File: src/rtl/fft_meas_seq_if.sv
// FFT-side handshake bundle for the measurement sequencer: config and data AXI-Stream,
// FFT reset, and the RAM-write / frequency-analysis handshake.
interface fft_meas_seq_if;
    logic       cfg_tready;
    logic       cfg_tvalid;
    logic [7:0] cfg_tdata;
    logic       fft_aresetn;
    logic       dat_tready;
    logic       dat_tvalid;
    logic       dat_tlast;
    logic       wr_done;
    logic       freq_valid;
    logic       ana_en;

    modport master (
        input  cfg_tready, dat_tready, wr_done, freq_valid,
        output cfg_tvalid, cfg_tdata, fft_aresetn, dat_tvalid, dat_tlast, ana_en
    );

    modport slave (
        output cfg_tready, dat_tready, wr_done, freq_valid,
        input  cfg_tvalid, cfg_tdata, fft_aresetn, dat_tvalid, dat_tlast, ana_en
    );
endinterface

File: src/rtl/fft_meas_seq.sv
// Measurement sequencer: key start -> FFT reset/config -> stream N_PTS samples ->
// wait for modulus RAM write -> trigger frequency analysis, with a per-phase watchdog.
module fft_meas_seq #(
    parameter int unsigned N_PTS    = 1024,
    parameter int unsigned RST_CYC  = 4,
    parameter logic [7:0]  CFG_WORD = 8'h01,
    parameter int unsigned TMO_CYC  = 1048576,
    parameter bit          CONT     = 1'b0
) (
    input  logic          clk,
    input  logic          rst,
    input  logic          key,
    fft_meas_seq_if.master fft,
    output logic          busy,
    output logic          done,
    output logic          err,
    output logic [2:0]    state_o
);

    localparam int unsigned BEAT_W  = $clog2(N_PTS);
    localparam int unsigned TMR_MAX = (TMO_CYC > RST_CYC) ? TMO_CYC : RST_CYC;
    localparam int unsigned TMR_W   = $clog2(TMR_MAX + 1);

    localparam logic [BEAT_W-1:0] LAST_BEAT = BEAT_W'(N_PTS - 1);
    localparam logic [TMR_W-1:0]  RST_END   = TMR_W'(RST_CYC - 1);
    localparam logic [TMR_W-1:0]  TMO_END   = TMR_W'(TMO_CYC - 1);
    localparam logic [TMR_W-1:0]  TMR_SAT   = TMR_W'(TMR_MAX);

    typedef enum logic [2:0] {
        S_IDLE = 3'd0,
        S_RST  = 3'd1,
        S_CFG  = 3'd2,
        S_FEED = 3'd3,
        S_WWR  = 3'd4,
        S_ANA  = 3'd5,
        S_DONE = 3'd6,
        S_ERR  = 3'd7
    } state_t;

    state_t              state;
    state_t              state_nxt;
    logic [1:0]          key_sync;
    logic                key_q;
    logic                start_c;
    logic [BEAT_W-1:0]   beat;
    logic [BEAT_W-1:0]   beat_nxt;
    logic [TMR_W-1:0]    tmr;
    logic                tmo_c;
    logic                beat_acc_c;

    // Key synchroniser plus falling-edge detect on the synchronised level
    always_ff @(posedge clk) begin
        if (rst) begin
            key_sync <= 2'b11;
            key_q    <= 1'b1;
        end else begin
            key_sync <= {key_sync[0], key};
            key_q    <= key_sync[1];
        end
    end

    assign start_c    = key_q & ~key_sync[1];
    assign tmo_c      = (tmr == TMO_END);
    assign beat_acc_c = fft.dat_tvalid & fft.dat_tready;

    always_comb begin
        state_nxt = state;
        beat_nxt  = beat;
        case (state)
            S_IDLE: if (start_c) state_nxt = S_RST;
            S_RST:  if (tmr == RST_END) state_nxt = S_CFG;
            S_CFG: begin
                if (fft.cfg_tvalid && fft.cfg_tready) state_nxt = S_FEED;
                else if (tmo_c)                        state_nxt = S_ERR;
            end
            S_FEED: begin
                if (beat_acc_c) begin
                    if (beat == LAST_BEAT) state_nxt = S_WWR;
                    else                   beat_nxt  = beat + 1'b1;
                end else if (tmo_c) begin
                    state_nxt = S_ERR;
                end
            end
            S_WWR: begin
                if (fft.wr_done) state_nxt = S_ANA;
                else if (tmo_c)  state_nxt = S_ERR;
            end
            // freq_valid coinciding with the ana_en pulse is stale and must not complete the run
            S_ANA: begin
                if (fft.freq_valid && !fft.ana_en) state_nxt = S_DONE;
                else if (tmo_c)                    state_nxt = S_ERR;
            end
            S_DONE: begin
                if (CONT) state_nxt = start_c ? S_IDLE : S_RST;
                else if (start_c) state_nxt = S_RST;
            end
            S_ERR:  if (start_c) state_nxt = S_RST;
            default: state_nxt = S_IDLE;
        endcase
        if (state_nxt != S_FEED) beat_nxt = '0;
    end

    // State, counters and outputs; outputs are decoded from the next state so they align with it
    always_ff @(posedge clk) begin
        if (rst) begin
            state           <= S_IDLE;
            beat            <= '0;
            tmr             <= '0;
            fft.fft_aresetn <= 1'b0;
            fft.cfg_tvalid  <= 1'b0;
            fft.dat_tvalid  <= 1'b0;
            fft.dat_tlast   <= 1'b0;
            fft.ana_en      <= 1'b0;
            busy            <= 1'b0;
            done            <= 1'b0;
            err             <= 1'b0;
        end else begin
            state <= state_nxt;
            beat  <= beat_nxt;
            if (state_nxt != state)  tmr <= '0;
            else if (tmr != TMR_SAT) tmr <= tmr + 1'b1;
            fft.fft_aresetn <= (state_nxt inside {S_CFG, S_FEED, S_WWR, S_ANA});
            fft.cfg_tvalid  <= (state_nxt == S_CFG);
            fft.dat_tvalid  <= (state_nxt == S_FEED);
            fft.dat_tlast   <= (state_nxt == S_FEED) && (beat_nxt == LAST_BEAT);
            fft.ana_en      <= (state == S_WWR) && (state_nxt == S_ANA);
            busy            <= (state_nxt inside {S_RST, S_CFG, S_FEED, S_WWR, S_ANA});
            done            <= (state_nxt == S_DONE);
            err             <= (state_nxt == S_ERR);
        end
    end

    assign state_o       = 3'(state);
    assign fft.cfg_tdata = CFG_WORD;

endmodule
File: src/flat_wrapper.sv
// flat-port wrapper written by rule: the top's interface ports become plain ports
module fft_meas_seq_flat 
#(
    parameter int unsigned N_PTS    = 1024,
    parameter int unsigned RST_CYC  = 4,
    parameter logic [7:0]  CFG_WORD = 8'h01,
    parameter int unsigned TMO_CYC  = 1048576,
    parameter bit          CONT     = 1'b0
)
  (clk, rst, key, busy, done, err, state_o, fft_cfg_tready, fft_dat_tready, fft_wr_done, fft_freq_valid, fft_cfg_tvalid, fft_cfg_tdata, fft_fft_aresetn, fft_dat_tvalid, fft_dat_tlast, fft_ana_en);
  fft_meas_seq_if fft_i ();
  input  logic clk;
  input  logic rst;
  input  logic key;
  output logic busy;
  output logic done;
  output logic err;
  output logic [2:0] state_o;
  input wire logic [$bits(fft_i.cfg_tready)-1:0] fft_cfg_tready;
  input wire logic [$bits(fft_i.dat_tready)-1:0] fft_dat_tready;
  input wire logic [$bits(fft_i.wr_done)-1:0] fft_wr_done;
  input wire logic [$bits(fft_i.freq_valid)-1:0] fft_freq_valid;
  output wire logic [$bits(fft_i.cfg_tvalid)-1:0] fft_cfg_tvalid;
  output wire logic [$bits(fft_i.cfg_tdata)-1:0] fft_cfg_tdata;
  output wire logic [$bits(fft_i.fft_aresetn)-1:0] fft_fft_aresetn;
  output wire logic [$bits(fft_i.dat_tvalid)-1:0] fft_dat_tvalid;
  output wire logic [$bits(fft_i.dat_tlast)-1:0] fft_dat_tlast;
  output wire logic [$bits(fft_i.ana_en)-1:0] fft_ana_en;
  assign fft_i.cfg_tready = fft_cfg_tready;
  assign fft_i.dat_tready = fft_dat_tready;
  assign fft_i.wr_done = fft_wr_done;
  assign fft_i.freq_valid = fft_freq_valid;
  assign fft_cfg_tvalid = fft_i.cfg_tvalid;
  assign fft_cfg_tdata = fft_i.cfg_tdata;
  assign fft_fft_aresetn = fft_i.fft_aresetn;
  assign fft_dat_tvalid = fft_i.dat_tvalid;
  assign fft_dat_tlast = fft_i.dat_tlast;
  assign fft_ana_en = fft_i.ana_en;
  fft_meas_seq #(.N_PTS(N_PTS), .RST_CYC(RST_CYC), .CFG_WORD(CFG_WORD), .TMO_CYC(TMO_CYC), .CONT(CONT)) u_core (.clk(clk), .rst(rst), .key(key), .fft(fft_i), .busy(busy), .done(done), .err(err), .state_o(state_o));
endmodule
File: config.mk
export PLATFORM = sky130hd
export DESIGN_NAME = fft_meas_seq_flat
export DESIGN_NICKNAME = d
export VERILOG_FILES = /design/src/rtl/fft_meas_seq_if.sv /design/src/rtl/fft_meas_seq.sv /design/src/flat_wrapper.sv
export SDC_FILE = /design/constraint.sdc
export NUM_CORES = 1
export LEC_CHECK = 0
export BUFFER_PORTS_ARGS = -buffer_cell sky130_fd_sc_hd__buf_2
export CAP_MARGIN = 15
export CORE_ASPECT_RATIO = 0.7
export CORE_MARGIN = 2
export CORE_UTILIZATION = 25
export DETAILED_ROUTE_END_ITERATION = 7
export GPL_ROUTABILITY_DRIVEN = 0
export REMOVE_ABC_BUFFERS = 1
export SYNTH_ARGS = -nofsm -noshare
export SYNTH_HDL_FRONTEND = slang
export SYNTH_SLANG_ARGS = --single-unit
File: constraint.sdc
create_clock -name clk -period 5.7 [get_ports clk]
set_input_delay 0.57 -clock clk [delete_from_list [all_inputs] [get_ports clk]]
set_output_delay 0.57 -clock clk [all_outputs]
set_load 0.005 [all_outputs]
Word level (Yosys, flattened, before mapping)
Cells that the tools add are included.
{"block": "word_totals", "regBits": 45, "inputBits": 7, "out_inout_bits": 19, "elab_cells": 62}
{"block": "classes", "n_addsub": 2, "n_eq_ne": 21, "mux": 13, "bitwise": 3, "n_reduce_logical": 10}
{"op": "$mux 10", "n": 4}
{"op": "$eq 3x3->1 const B", "n": 8}
{"op": "$mux 3", "n": 8}
{"op": "$add 21x1->21 const B", "n": 1}
{"op": "$eq 21x2->1 const B", "n": 1}
{"op": "$eq 21x20->1 const B", "n": 1}
{"op": "$ne 21x21->1 const B", "n": 1}
{"op": "$eq 10x10->1 const B", "n": 2}
{"op": "$pmux 3 s6", "n": 1}
{"op": "$eq 3x2->1 const B", "n": 4}
{"op": "$add 10x1->10 const B", "n": 1}
{"op": "$eq 3x1->1 const B", "n": 2}
{"op": "$reduce_bool 5->1", "n": 1}
{"op": "$logic_and 1x1->1", "n": 4}
{"op": "$reduce_bool 4->1", "n": 1}
{"op": "$logic_not 3->1", "n": 1}
{"op": "$ne 3x2->1 const B", "n": 1}
{"op": "$ne 3x3->1", "n": 1}
{"op": "$reduce_or 3->1", "n": 1}
{"op": "$and 1x1->1", "n": 2}
{"op": "$reduce_or 2->1", "n": 1}
{"op": "$logic_not 1->1", "n": 1}
{"op": "$not 1->1", "n": 1}

Depth between registers and ports, before layout
Gate-level depths: netlist of run 1.
{"block": "logic_depth", "word_depth": 8, "depth_mapped": 9, "mapped_depth_nobuf": 8}

Worst setup path after synthesis of run 1
Ideal clock, no wire load.
{"block": "synth_timing", "path_type": "register to register", "from": "register u_core.tmr[1]", "to": "register u_core.tmr[1]", "setup_time_ns": 0.062, "arrival_ns": 2.149, "required_ns": 5.638, "setup_slack_ns": 3.489, "stages_incl_launch_ff": 10, "n_path_buf": 1, "cell_sequence": "dfxtp_1 ha_1 nand2_1 nor4_4 a31oi_1 o211a_4 a2111oi_4 o21ai_2 buf_6 nor2_2"}
{"block": "synth_between", "elab_chain_cells": 6, "word_cells_on_any_way": 13, "cone_classes": "add/sub (1); eq/ne (4); mux (7); reduce/logical (1)"}
{"element": "start: declaration", "line_no": "fft_meas_seq.sv:47", "source": "logic [TMR_W-1:0] tmr;"}
{"element": "start signal: assignment", "line_no": "fft_meas_seq.sv:121", "source": "else if (tmr != TMR_SAT) tmr <= tmr + 1'b1;"}
{"element": "$eq 21x20->1", "line_no": "fft_meas_seq.sv:63", "source": "assign tmo_c = (tmr == TMO_END);"}
{"element": "$mux 3"}
{"element": "$mux 3, on equally long branches"}
{"element": "$pmux 3 s6", "line_no": "fft_meas_seq.sv:69", "source": "case (state)"}
{"element": "$ne 3x3->1", "line_no": "fft_meas_seq.sv:120", "source": "if (state_nxt != state) tmr <= '0;"}
{"element": "$reduce_or 2->1 (no line)"}
Several ways; a longest one is shown, not always the timed one.
A chain may end at the register's enable or synchronous reset.

Final worst setup path of run 1
{"block": "layout_timing", "from": "register u_core.beat[0]", "to": "register u_core.tmr[20]"}
{"block": "layout_between", "elab_chain_cells": 6}
{"element": "start: declaration", "line_no": "fft_meas_seq.sv:45", "source": "logic [BEAT_W-1:0] beat;"}
{"element": "start signal: assignment", "line_no": "fft_meas_seq.sv:119", "source": "beat <= beat_nxt;"}
{"element": "$eq 10x10->1", "line_no": "fft_meas_seq.sv:78", "source": "if (beat == LAST_BEAT) state_nxt = S_WWR;"}
{"element": "$mux 3", "line_no": "fft_meas_seq.sv:78"}
{"element": "$mux 3", "line_no": "fft_meas_seq.sv:77", "source": "if (beat_acc_c) begin"}
{"element": "$pmux 3 s6", "line_no": "fft_meas_seq.sv:69"}
{"element": "$ne 3x3->1", "line_no": "fft_meas_seq.sv:120"}
{"element": "$reduce_or 2->1 (no line)"}
Every way passes these cells.

==> results.sh, run 1 <==
export IMPL_seq_area_frac_synth_pct=38.16
export IMPL_worstSkewPairLatency_ns=0.28
export IMPL_switching_share_pct=20.24
export IMPL_grt_pass1_vias=1750
export IMPL_cts_tree="built"
export IMPL_drv_slew=0
export IMPL_cts_resized=0
export IMPL_ys_types=54
export IMPL_syn_avg_cell_area_um2=8.402
export IMPL_wl_mm=4.791
export IMPL_p_clk_share_pct=48.0
export IMPL_overflow=0
export IMPL_ys_async_sr_fraction_pct=0
export IMPL_power_switching_uw=139.9
export IMPL_arrival_ns=2.86
export IMPL_min_period_ns=2.716
export IMPL_syn_inst=281
export IMPL_worst_path_buf_inv=0
export IMPL_min_delay_start="u_core.key_sync[0]$_SDFF_PP1_"
export IMPL_crit_chain="ha_1 -> and4_1 -> nand3_1 -> o21bai_1 -> o211a_4 -> a2111oi_4 -> o21ai_2 -> nor2_1"
export IMPL_cellLeakagePower_uw=0.0009624
export IMPL_layout_commonest_cell="dfxtp_1"
export IMPL_ios=26
export IMPL_slew_headroom_pct=50.32
export IMPL_worst_pin_slew_ns=0.7452
export IMPL_fmax_mhz=368.2
export IMPL_register_area_um2=900.9
export IMPL_die_w_um=120.2
export IMPL_initial_core_util_pct=25.92
export IMPL_outcome="finished clean"
export IMPL_drc=0
export IMPL_die_h_um=85.31
export IMPL_layout_common_cells="45 x dfxtp_1, 40 x nor2_1, 18 x nand2_1"
export IMPL_p_comb_share_pct=5.2
export IMPL_fin_nets=305
export IMPL_cts_setup_buffers=0
export IMPL_grt_antenna_before_repair=0
export IMPL_synthFlopType="dfxtp_1"
export IMPL_area_growth_pct=14.15
export IMPL_period_share_pct=47.65
export IMPL_p_seq_share_pct=46.8
export IMPL_synth_edf_count=0
export IMPL_critPathLaunchType="register"
export IMPL_worstSetupEndpointType="register"
export IMPL_postRouteAntennaNets=0
export IMPL_coreArea_um2=9107
export IMPL_first_iter_violations=108
export IMPL_r2r_slack_ns=2.98
export IMPL_multi_input_area_um2=1336
export IMPL_clkTransAtPathRegs_ns=0.06
export IMPL_rr_startpoint="u_core.beat[0]$_SDFF_PP0_"
export IMPL_gr_usage_all_layers_pct=10.15
export IMPL_grt_pass1_wl_mm=8.259
export IMPL_fillers=950
export IMPL_root_buffer="clkbuf_16"
export IMPL_clock_sinks=45
export IMPL_crit_type="register to register"
export IMPL_design_die_area_um2=10250
export IMPL_hold_ws_ns=0.4083
export IMPL_intPower_uw=551.2
export IMPL_crit_path_start="u_core.beat[0]$_SDFF_PP0_"
export IMPL_clockBufferDepth=2
export IMPL_syn_area_um2=2361
export IMPL_skew_ns=0.007627
export IMPL_viasPerCell=4.607
export IMPL_ys_ff_latch=45
export IMPL_io_buffers=17
export IMPL_num_vias=1935
export IMPL_ys_warn_count=0
export IMPL_setup_viol=0
export IMPL_final_layout_size_suffix_gt1_share_pct=15.88
export IMPL_cp_max_fo=12
export IMPL_critical_path_required_ns=5.84
export IMPL_fp_row_count=29
export IMPL_dr_pass1_iters=4
export IMPL_hold_viol=0
export IMPL_cts_hold_fix_buffers=0
export IMPL_worstHoldPathType="register to register"
export IMPL_htreeDepth=2
export IMPL_ir_worst_vdd_mv=0.09822
export IMPL_power_density_nw_per_um2=256.4
export IMPL_wire_per_inst_um=11.41
export IMPL_cp_slowest_stage_delay_ns=0.62
export IMPL_maxCapViolations=0
export IMPL_hpwlAfterDp_mm=3.650
export IMPL_setup_tns_final_ns=0
export IMPL_diodes=0
export IMPL_grt_max_degree=15
export IMPL_slowest_stage="o21ai_2"
export IMPL_cts_made_buffers=5
export IMPL_critPathTopFamily="compound AO/OA/AOI/OAI gates"
export IMPL_rsz0062_at_grt="false"
-- area by class of cell --
class | count | area share, %
Multi-Input combinational cell | 214 | 49.58
Inverter | 12 | 1.671
Clock buffer | 7 | 5.292
Clock inverter | 1 | 1.114
Sequential cell | 45 | 33.43
Timing Repair Buffer | 17 | 3.157
Tap cell | 124 | 5.757
-- power by group through the flow --
stage	combinational (uW)	sequential [uW]	clock [uW]
after floorplan	25.3	330	0
after global placement	34.7	330	0
after detailed placement	35.7	331	0
after CTS	36.0	324	342
after global routing	40.7	324	357
final	35.6	324	332
-- cell usage after synthesis (5+ instances only) --
library cell  instances  area share, %
xor2_1               14            5.2
inv_1                12            1.9
or2_2                 5            1.3
buf_4                 8            2.5
nor2_1               40            6.4
a21oi_1              12            2.5
xnor2_1              10            3.7
nor3_1               10            2.1
nand3_1              17            3.6
nor2_2                9            2.4
nor4_1                6            1.6
dfxtp_1              45             38
nand2_1              18            2.9
nand4_1               8            2.1
-- registers in the layout, summed over array words and instances (netlist names) --
signal                  flops
u_core.tmr                 21
u_core.state_o              3
u_core.key_sync             2
u_core.err                  1
u_core.beat                10
u_core.fft.cfg_tvalid       1
u_core.fft.fft_aresetn      1
u_core.fft.dat_tvalid       1
u_core.fft.ana_en           1
u_core.fft.dat_tlast        1
u_core.key_q                1
u_core.busy                 1
u_core.done                 1
-- path summary, 6_finish.rpt --
kind | endpoint | cells after the start
setup / recovery | u_core.tmr[20]$_SDFFE_PP0P_ | 8
hold / removal | u_core.key_sync[1]$_SDFF_PP1_ | 1
setup reg to reg | u_core.tmr[20]$_SDFFE_PP0P_ | 8
hold reg to reg | u_core.key_sync[1]$_SDFF_PP1_ | 1
-- kinds of logic after synthesis --
logic type | Yosys count | synth area share, %
XOR/XNOR | 24 | 8.903
multiplexers | 3 | 1.325
AO/OA/AOI/OAI | 34 | 10.97
other | 2 | 0.3181
buffers and inverters | 28 | 6.200
flip-flops | 45 | 38.16
adder cells (fa/ha/maj) | 3 | 1.590
AND/OR/NAND/NOR | 142 | 32.54
-- per-layer routing --
| metal | track usage (%) | share of wire, % | vias to the layer above |
|---|---|---|---|
| met4 | 3.316 | 1.6 | 0 |
| met5 | 0 | 0 | - |
| met2 | 14.41 | 41 | 42 |
| li1 | - | - | 989 |
| met1 | 14.31 | 53 | 891 |
| met3 | 3.427 | 4.2 | 13 |
-- metrics by stage --
stage | power (uW) | area, um2 | cells | setup WS [ns] | util [%]
after global placement | 365.1 | 2522 | 412 | 3.085 | 27.70
after global routing | 722.3 | 2695 | 420 | 2.765 | 29.59
final | 691.1 | 2695 | 420 | 2.984 | 29.59
after detailed placement | 366.3 | 2522 | 412 | 2.967 | 27.70
after floorplan | 355.0 | 2282 | 271 | 3.410 | -
after CTS | 701.3 | 2695 | 420 | 2.970 | 29.59
Note: power is estimated with default switching activity, not from simulation.
==> run 2, diff against run 1 <==
Clock period 5.7 ns to 2.6 ns, I/O delays scaled along.
==> results.sh, run 2 (synthesis results as in run 1) <==
export IMPL_outcome="finished clean"
export IMPL_drv_slew=0
export IMPL_gr_usage_all_layers_pct=10.55
export IMPL_crit_type="register to register"
export IMPL_period_share_pct=92.23
export IMPL_ir_worst_vdd_mv=0.2394
export IMPL_rsz0062_at_grt="false"
export IMPL_root_buffer="clkbuf_16"
export IMPL_die_h_um=85.31
export IMPL_postRouteAntennaNets=0
export IMPL_worstSetupEndpointType="register"
export IMPL_clkTransAtPathRegs_ns=0.06
export IMPL_critical_path_required_ns=2.83
export IMPL_fp_row_count=29
export IMPL_hpwlAfterDp_mm=3.793
export IMPL_grt_max_degree=14
export IMPL_grtUsageMet1_pct=15.04
export IMPL_grt_pass1_vias=1756
export IMPL_r2r_end="u_core.tmr[20]$_SDFFE_PP0P_"
export IMPL_num_vias=1946
export IMPL_viasPerCell=4.505
export IMPL_critPathLaunchType="register"
export IMPL_diodes=0
export IMPL_drc=0
export IMPL_layout_commonest_cell="dfxtp_1"
export IMPL_grt_pass1_wl_mm=8.355
export IMPL_gr_usage_met2_pct=14.20
export IMPL_r2r_slack_ns=0.20
export IMPL_final_layout_size_suffix_gt1_share_pct=20.13
export IMPL_first_iter_violations=135
export IMPL_wire_per_inst_um=11.65
export IMPL_area_growth_pct=18.60
export IMPL_design_die_area_um2=10250
export IMPL_grtUsageMet3_pct=3.226
export IMPL_arrival_ns=2.62
export IMPL_rr_startpoint="u_core.tmr[10]$_SDFFE_PP0P_"
export IMPL_grt_antenna_before_repair=0
export IMPL_setup_tns_final_ns=0
export IMPL_initial_core_util_pct=25.92
export IMPL_cts_hold_fix_buffers=0
export IMPL_cp_max_fo=12
export IMPL_die_w_um=120.2
export IMPL_power_density_nw_per_um2=546.4
export IMPL_coreArea_um2=9107
export IMPL_hold_path_end="u_core.key_sync[0]$_SDFF_PP1_"
export IMPL_regMostFlops="u_core.tmr"
export IMPL_setup_viol=0
export IMPL_p_total_uw=1530
export IMPL_crit_chain="nand4_2 -> nor4_4 -> a21boi_0 -> o211a_4 -> a2111oi_4 -> o21ai_4 -> nor2_1"
export IMPL_r2r_worst_path_cells=7
export IMPL_clockBufferDepth=2
export IMPL_io_buffers=17
export IMPL_worst_pin_slew_ns=0.6031
export IMPL_maxCapViolations=0
export IMPL_grt_busiest_layer="met1"
export IMPL_cellLeakagePower_uw=0.001026
export IMPL_fmax_mhz=417.0
export IMPL_cts_made_buffers=5
export IMPL_worstSkewPairLatency_ns=0.29
export IMPL_min_delay_start="key"
export IMPL_wl_mm=5.033
export IMPL_dr_pass1_iters=5
export IMPL_cp_slowest_stage_delay_ns=0.46
export IMPL_fin_nets=317
export IMPL_worstHoldPathType="input port to register"
export IMPL_cts_tree="built"
export IMPL_slew_headroom_pct=59.42
export IMPL_skew_ns=0.002994
export IMPL_min_path_cells=2
export IMPL_overflow=0
export IMPL_htreeDepth=2
export IMPL_min_period_ns=2.398
export IMPL_hold_ws_ns=0.1505
export IMPL_slowest_stage="a2111oi_4"
export IMPL_largest_reg_flops=21
export IMPL_clock_sinks=45
export IMPL_layout_common_cells="45 x dfxtp_1, 39 x nor2_1, 18 x nand2_1"
export IMPL_hold_viol=0
export IMPL_ios=26
## run 2: cell count changes in the layout (fill, tap and decap cells not counted), sizes merged
cell  previous run  this run
buf             17        29
## run 2: worst max path at each step
stage                                      startpoint                           to  slack (ns)  cells past startpoint
after global placement     u_core.tmr[1]$_SDFFE_PP0P_   u_core.tmr[7]$_SDFFE_PP0P_        0.08                      8
after global routing      u_core.tmr[10]$_SDFFE_PP0P_    u_core.beat[6]$_SDFF_PP0_        0.02                      8
after floorplan            u_core.tmr[1]$_SDFFE_PP0P_  u_core.tmr[20]$_SDFFE_PP0P_        0.33                      8
after detailed placement   u_core.tmr[1]$_SDFFE_PP0P_  u_core.tmr[20]$_SDFFE_PP0P_       -0.06                      8
final                     u_core.tmr[10]$_SDFFE_PP0P_  u_core.tmr[20]$_SDFFE_PP0P_        0.20                      7
after CTS                  u_core.tmr[1]$_SDFFE_PP0P_    u_core.beat[6]$_SDFF_PP0_        0.02                      8
## run 2: repair_timing
item	in CTS	in global routing
pin swaps	0	2
buffers inserted	0	4
gates resized for setup	1	3
setup endpoints to repair	12	32
## run 2: cell type report
cell class | instances | area [um2]
multi-input combinational | 214 | 1351
tap | 124 | 155.1
clock inverter | 1 | 30.03
inverter | 12 | 45.04
fill | 963 | 6307
timing repair buffer | 29 | 175.2
clock buffer | 7 | 142.6
sequential | 45 | 900.9
## run 2: report_power, final
part	internal, uW	switching, uW	total, uW	leakage [uW]
clock	480	257	736	0.0000841
sequential	699	10.3	709	0.000364
combinational	32.6	51.7	84.3	0.000579
## run 2: critical path: cells and delay by family, from the launching register on
family / cells / cell delay, ns
DFF: 1 / 0.45
and+or+nand+nor: 3 / 0.71
AOI/OAI and AO/OA: 4 / 1.16
## run 2: metal layers
metal | part of all wire [%] | up-vias
li1 | - | 1012
met1 | 53 | 892
met2 | 39 | 35
met3 | 5.1 | 7
met4 | 1.9 | 0
met5 | 0 | -
## run 2: stage by stage
stage          area (um2)  instances  worst slack (ns)  utilization (%)
3_3_place_gp         2582        420           0.08004            28.36
4_1_cts              2763        428           0.02443            30.33
3_5_place_dp         2582        420          -0.05984            28.36
2_1_floorplan        2282        271            0.3279                -
6_report             2800        432            0.2020            30.75
5_1_grt              2800        432           0.01751            30.75
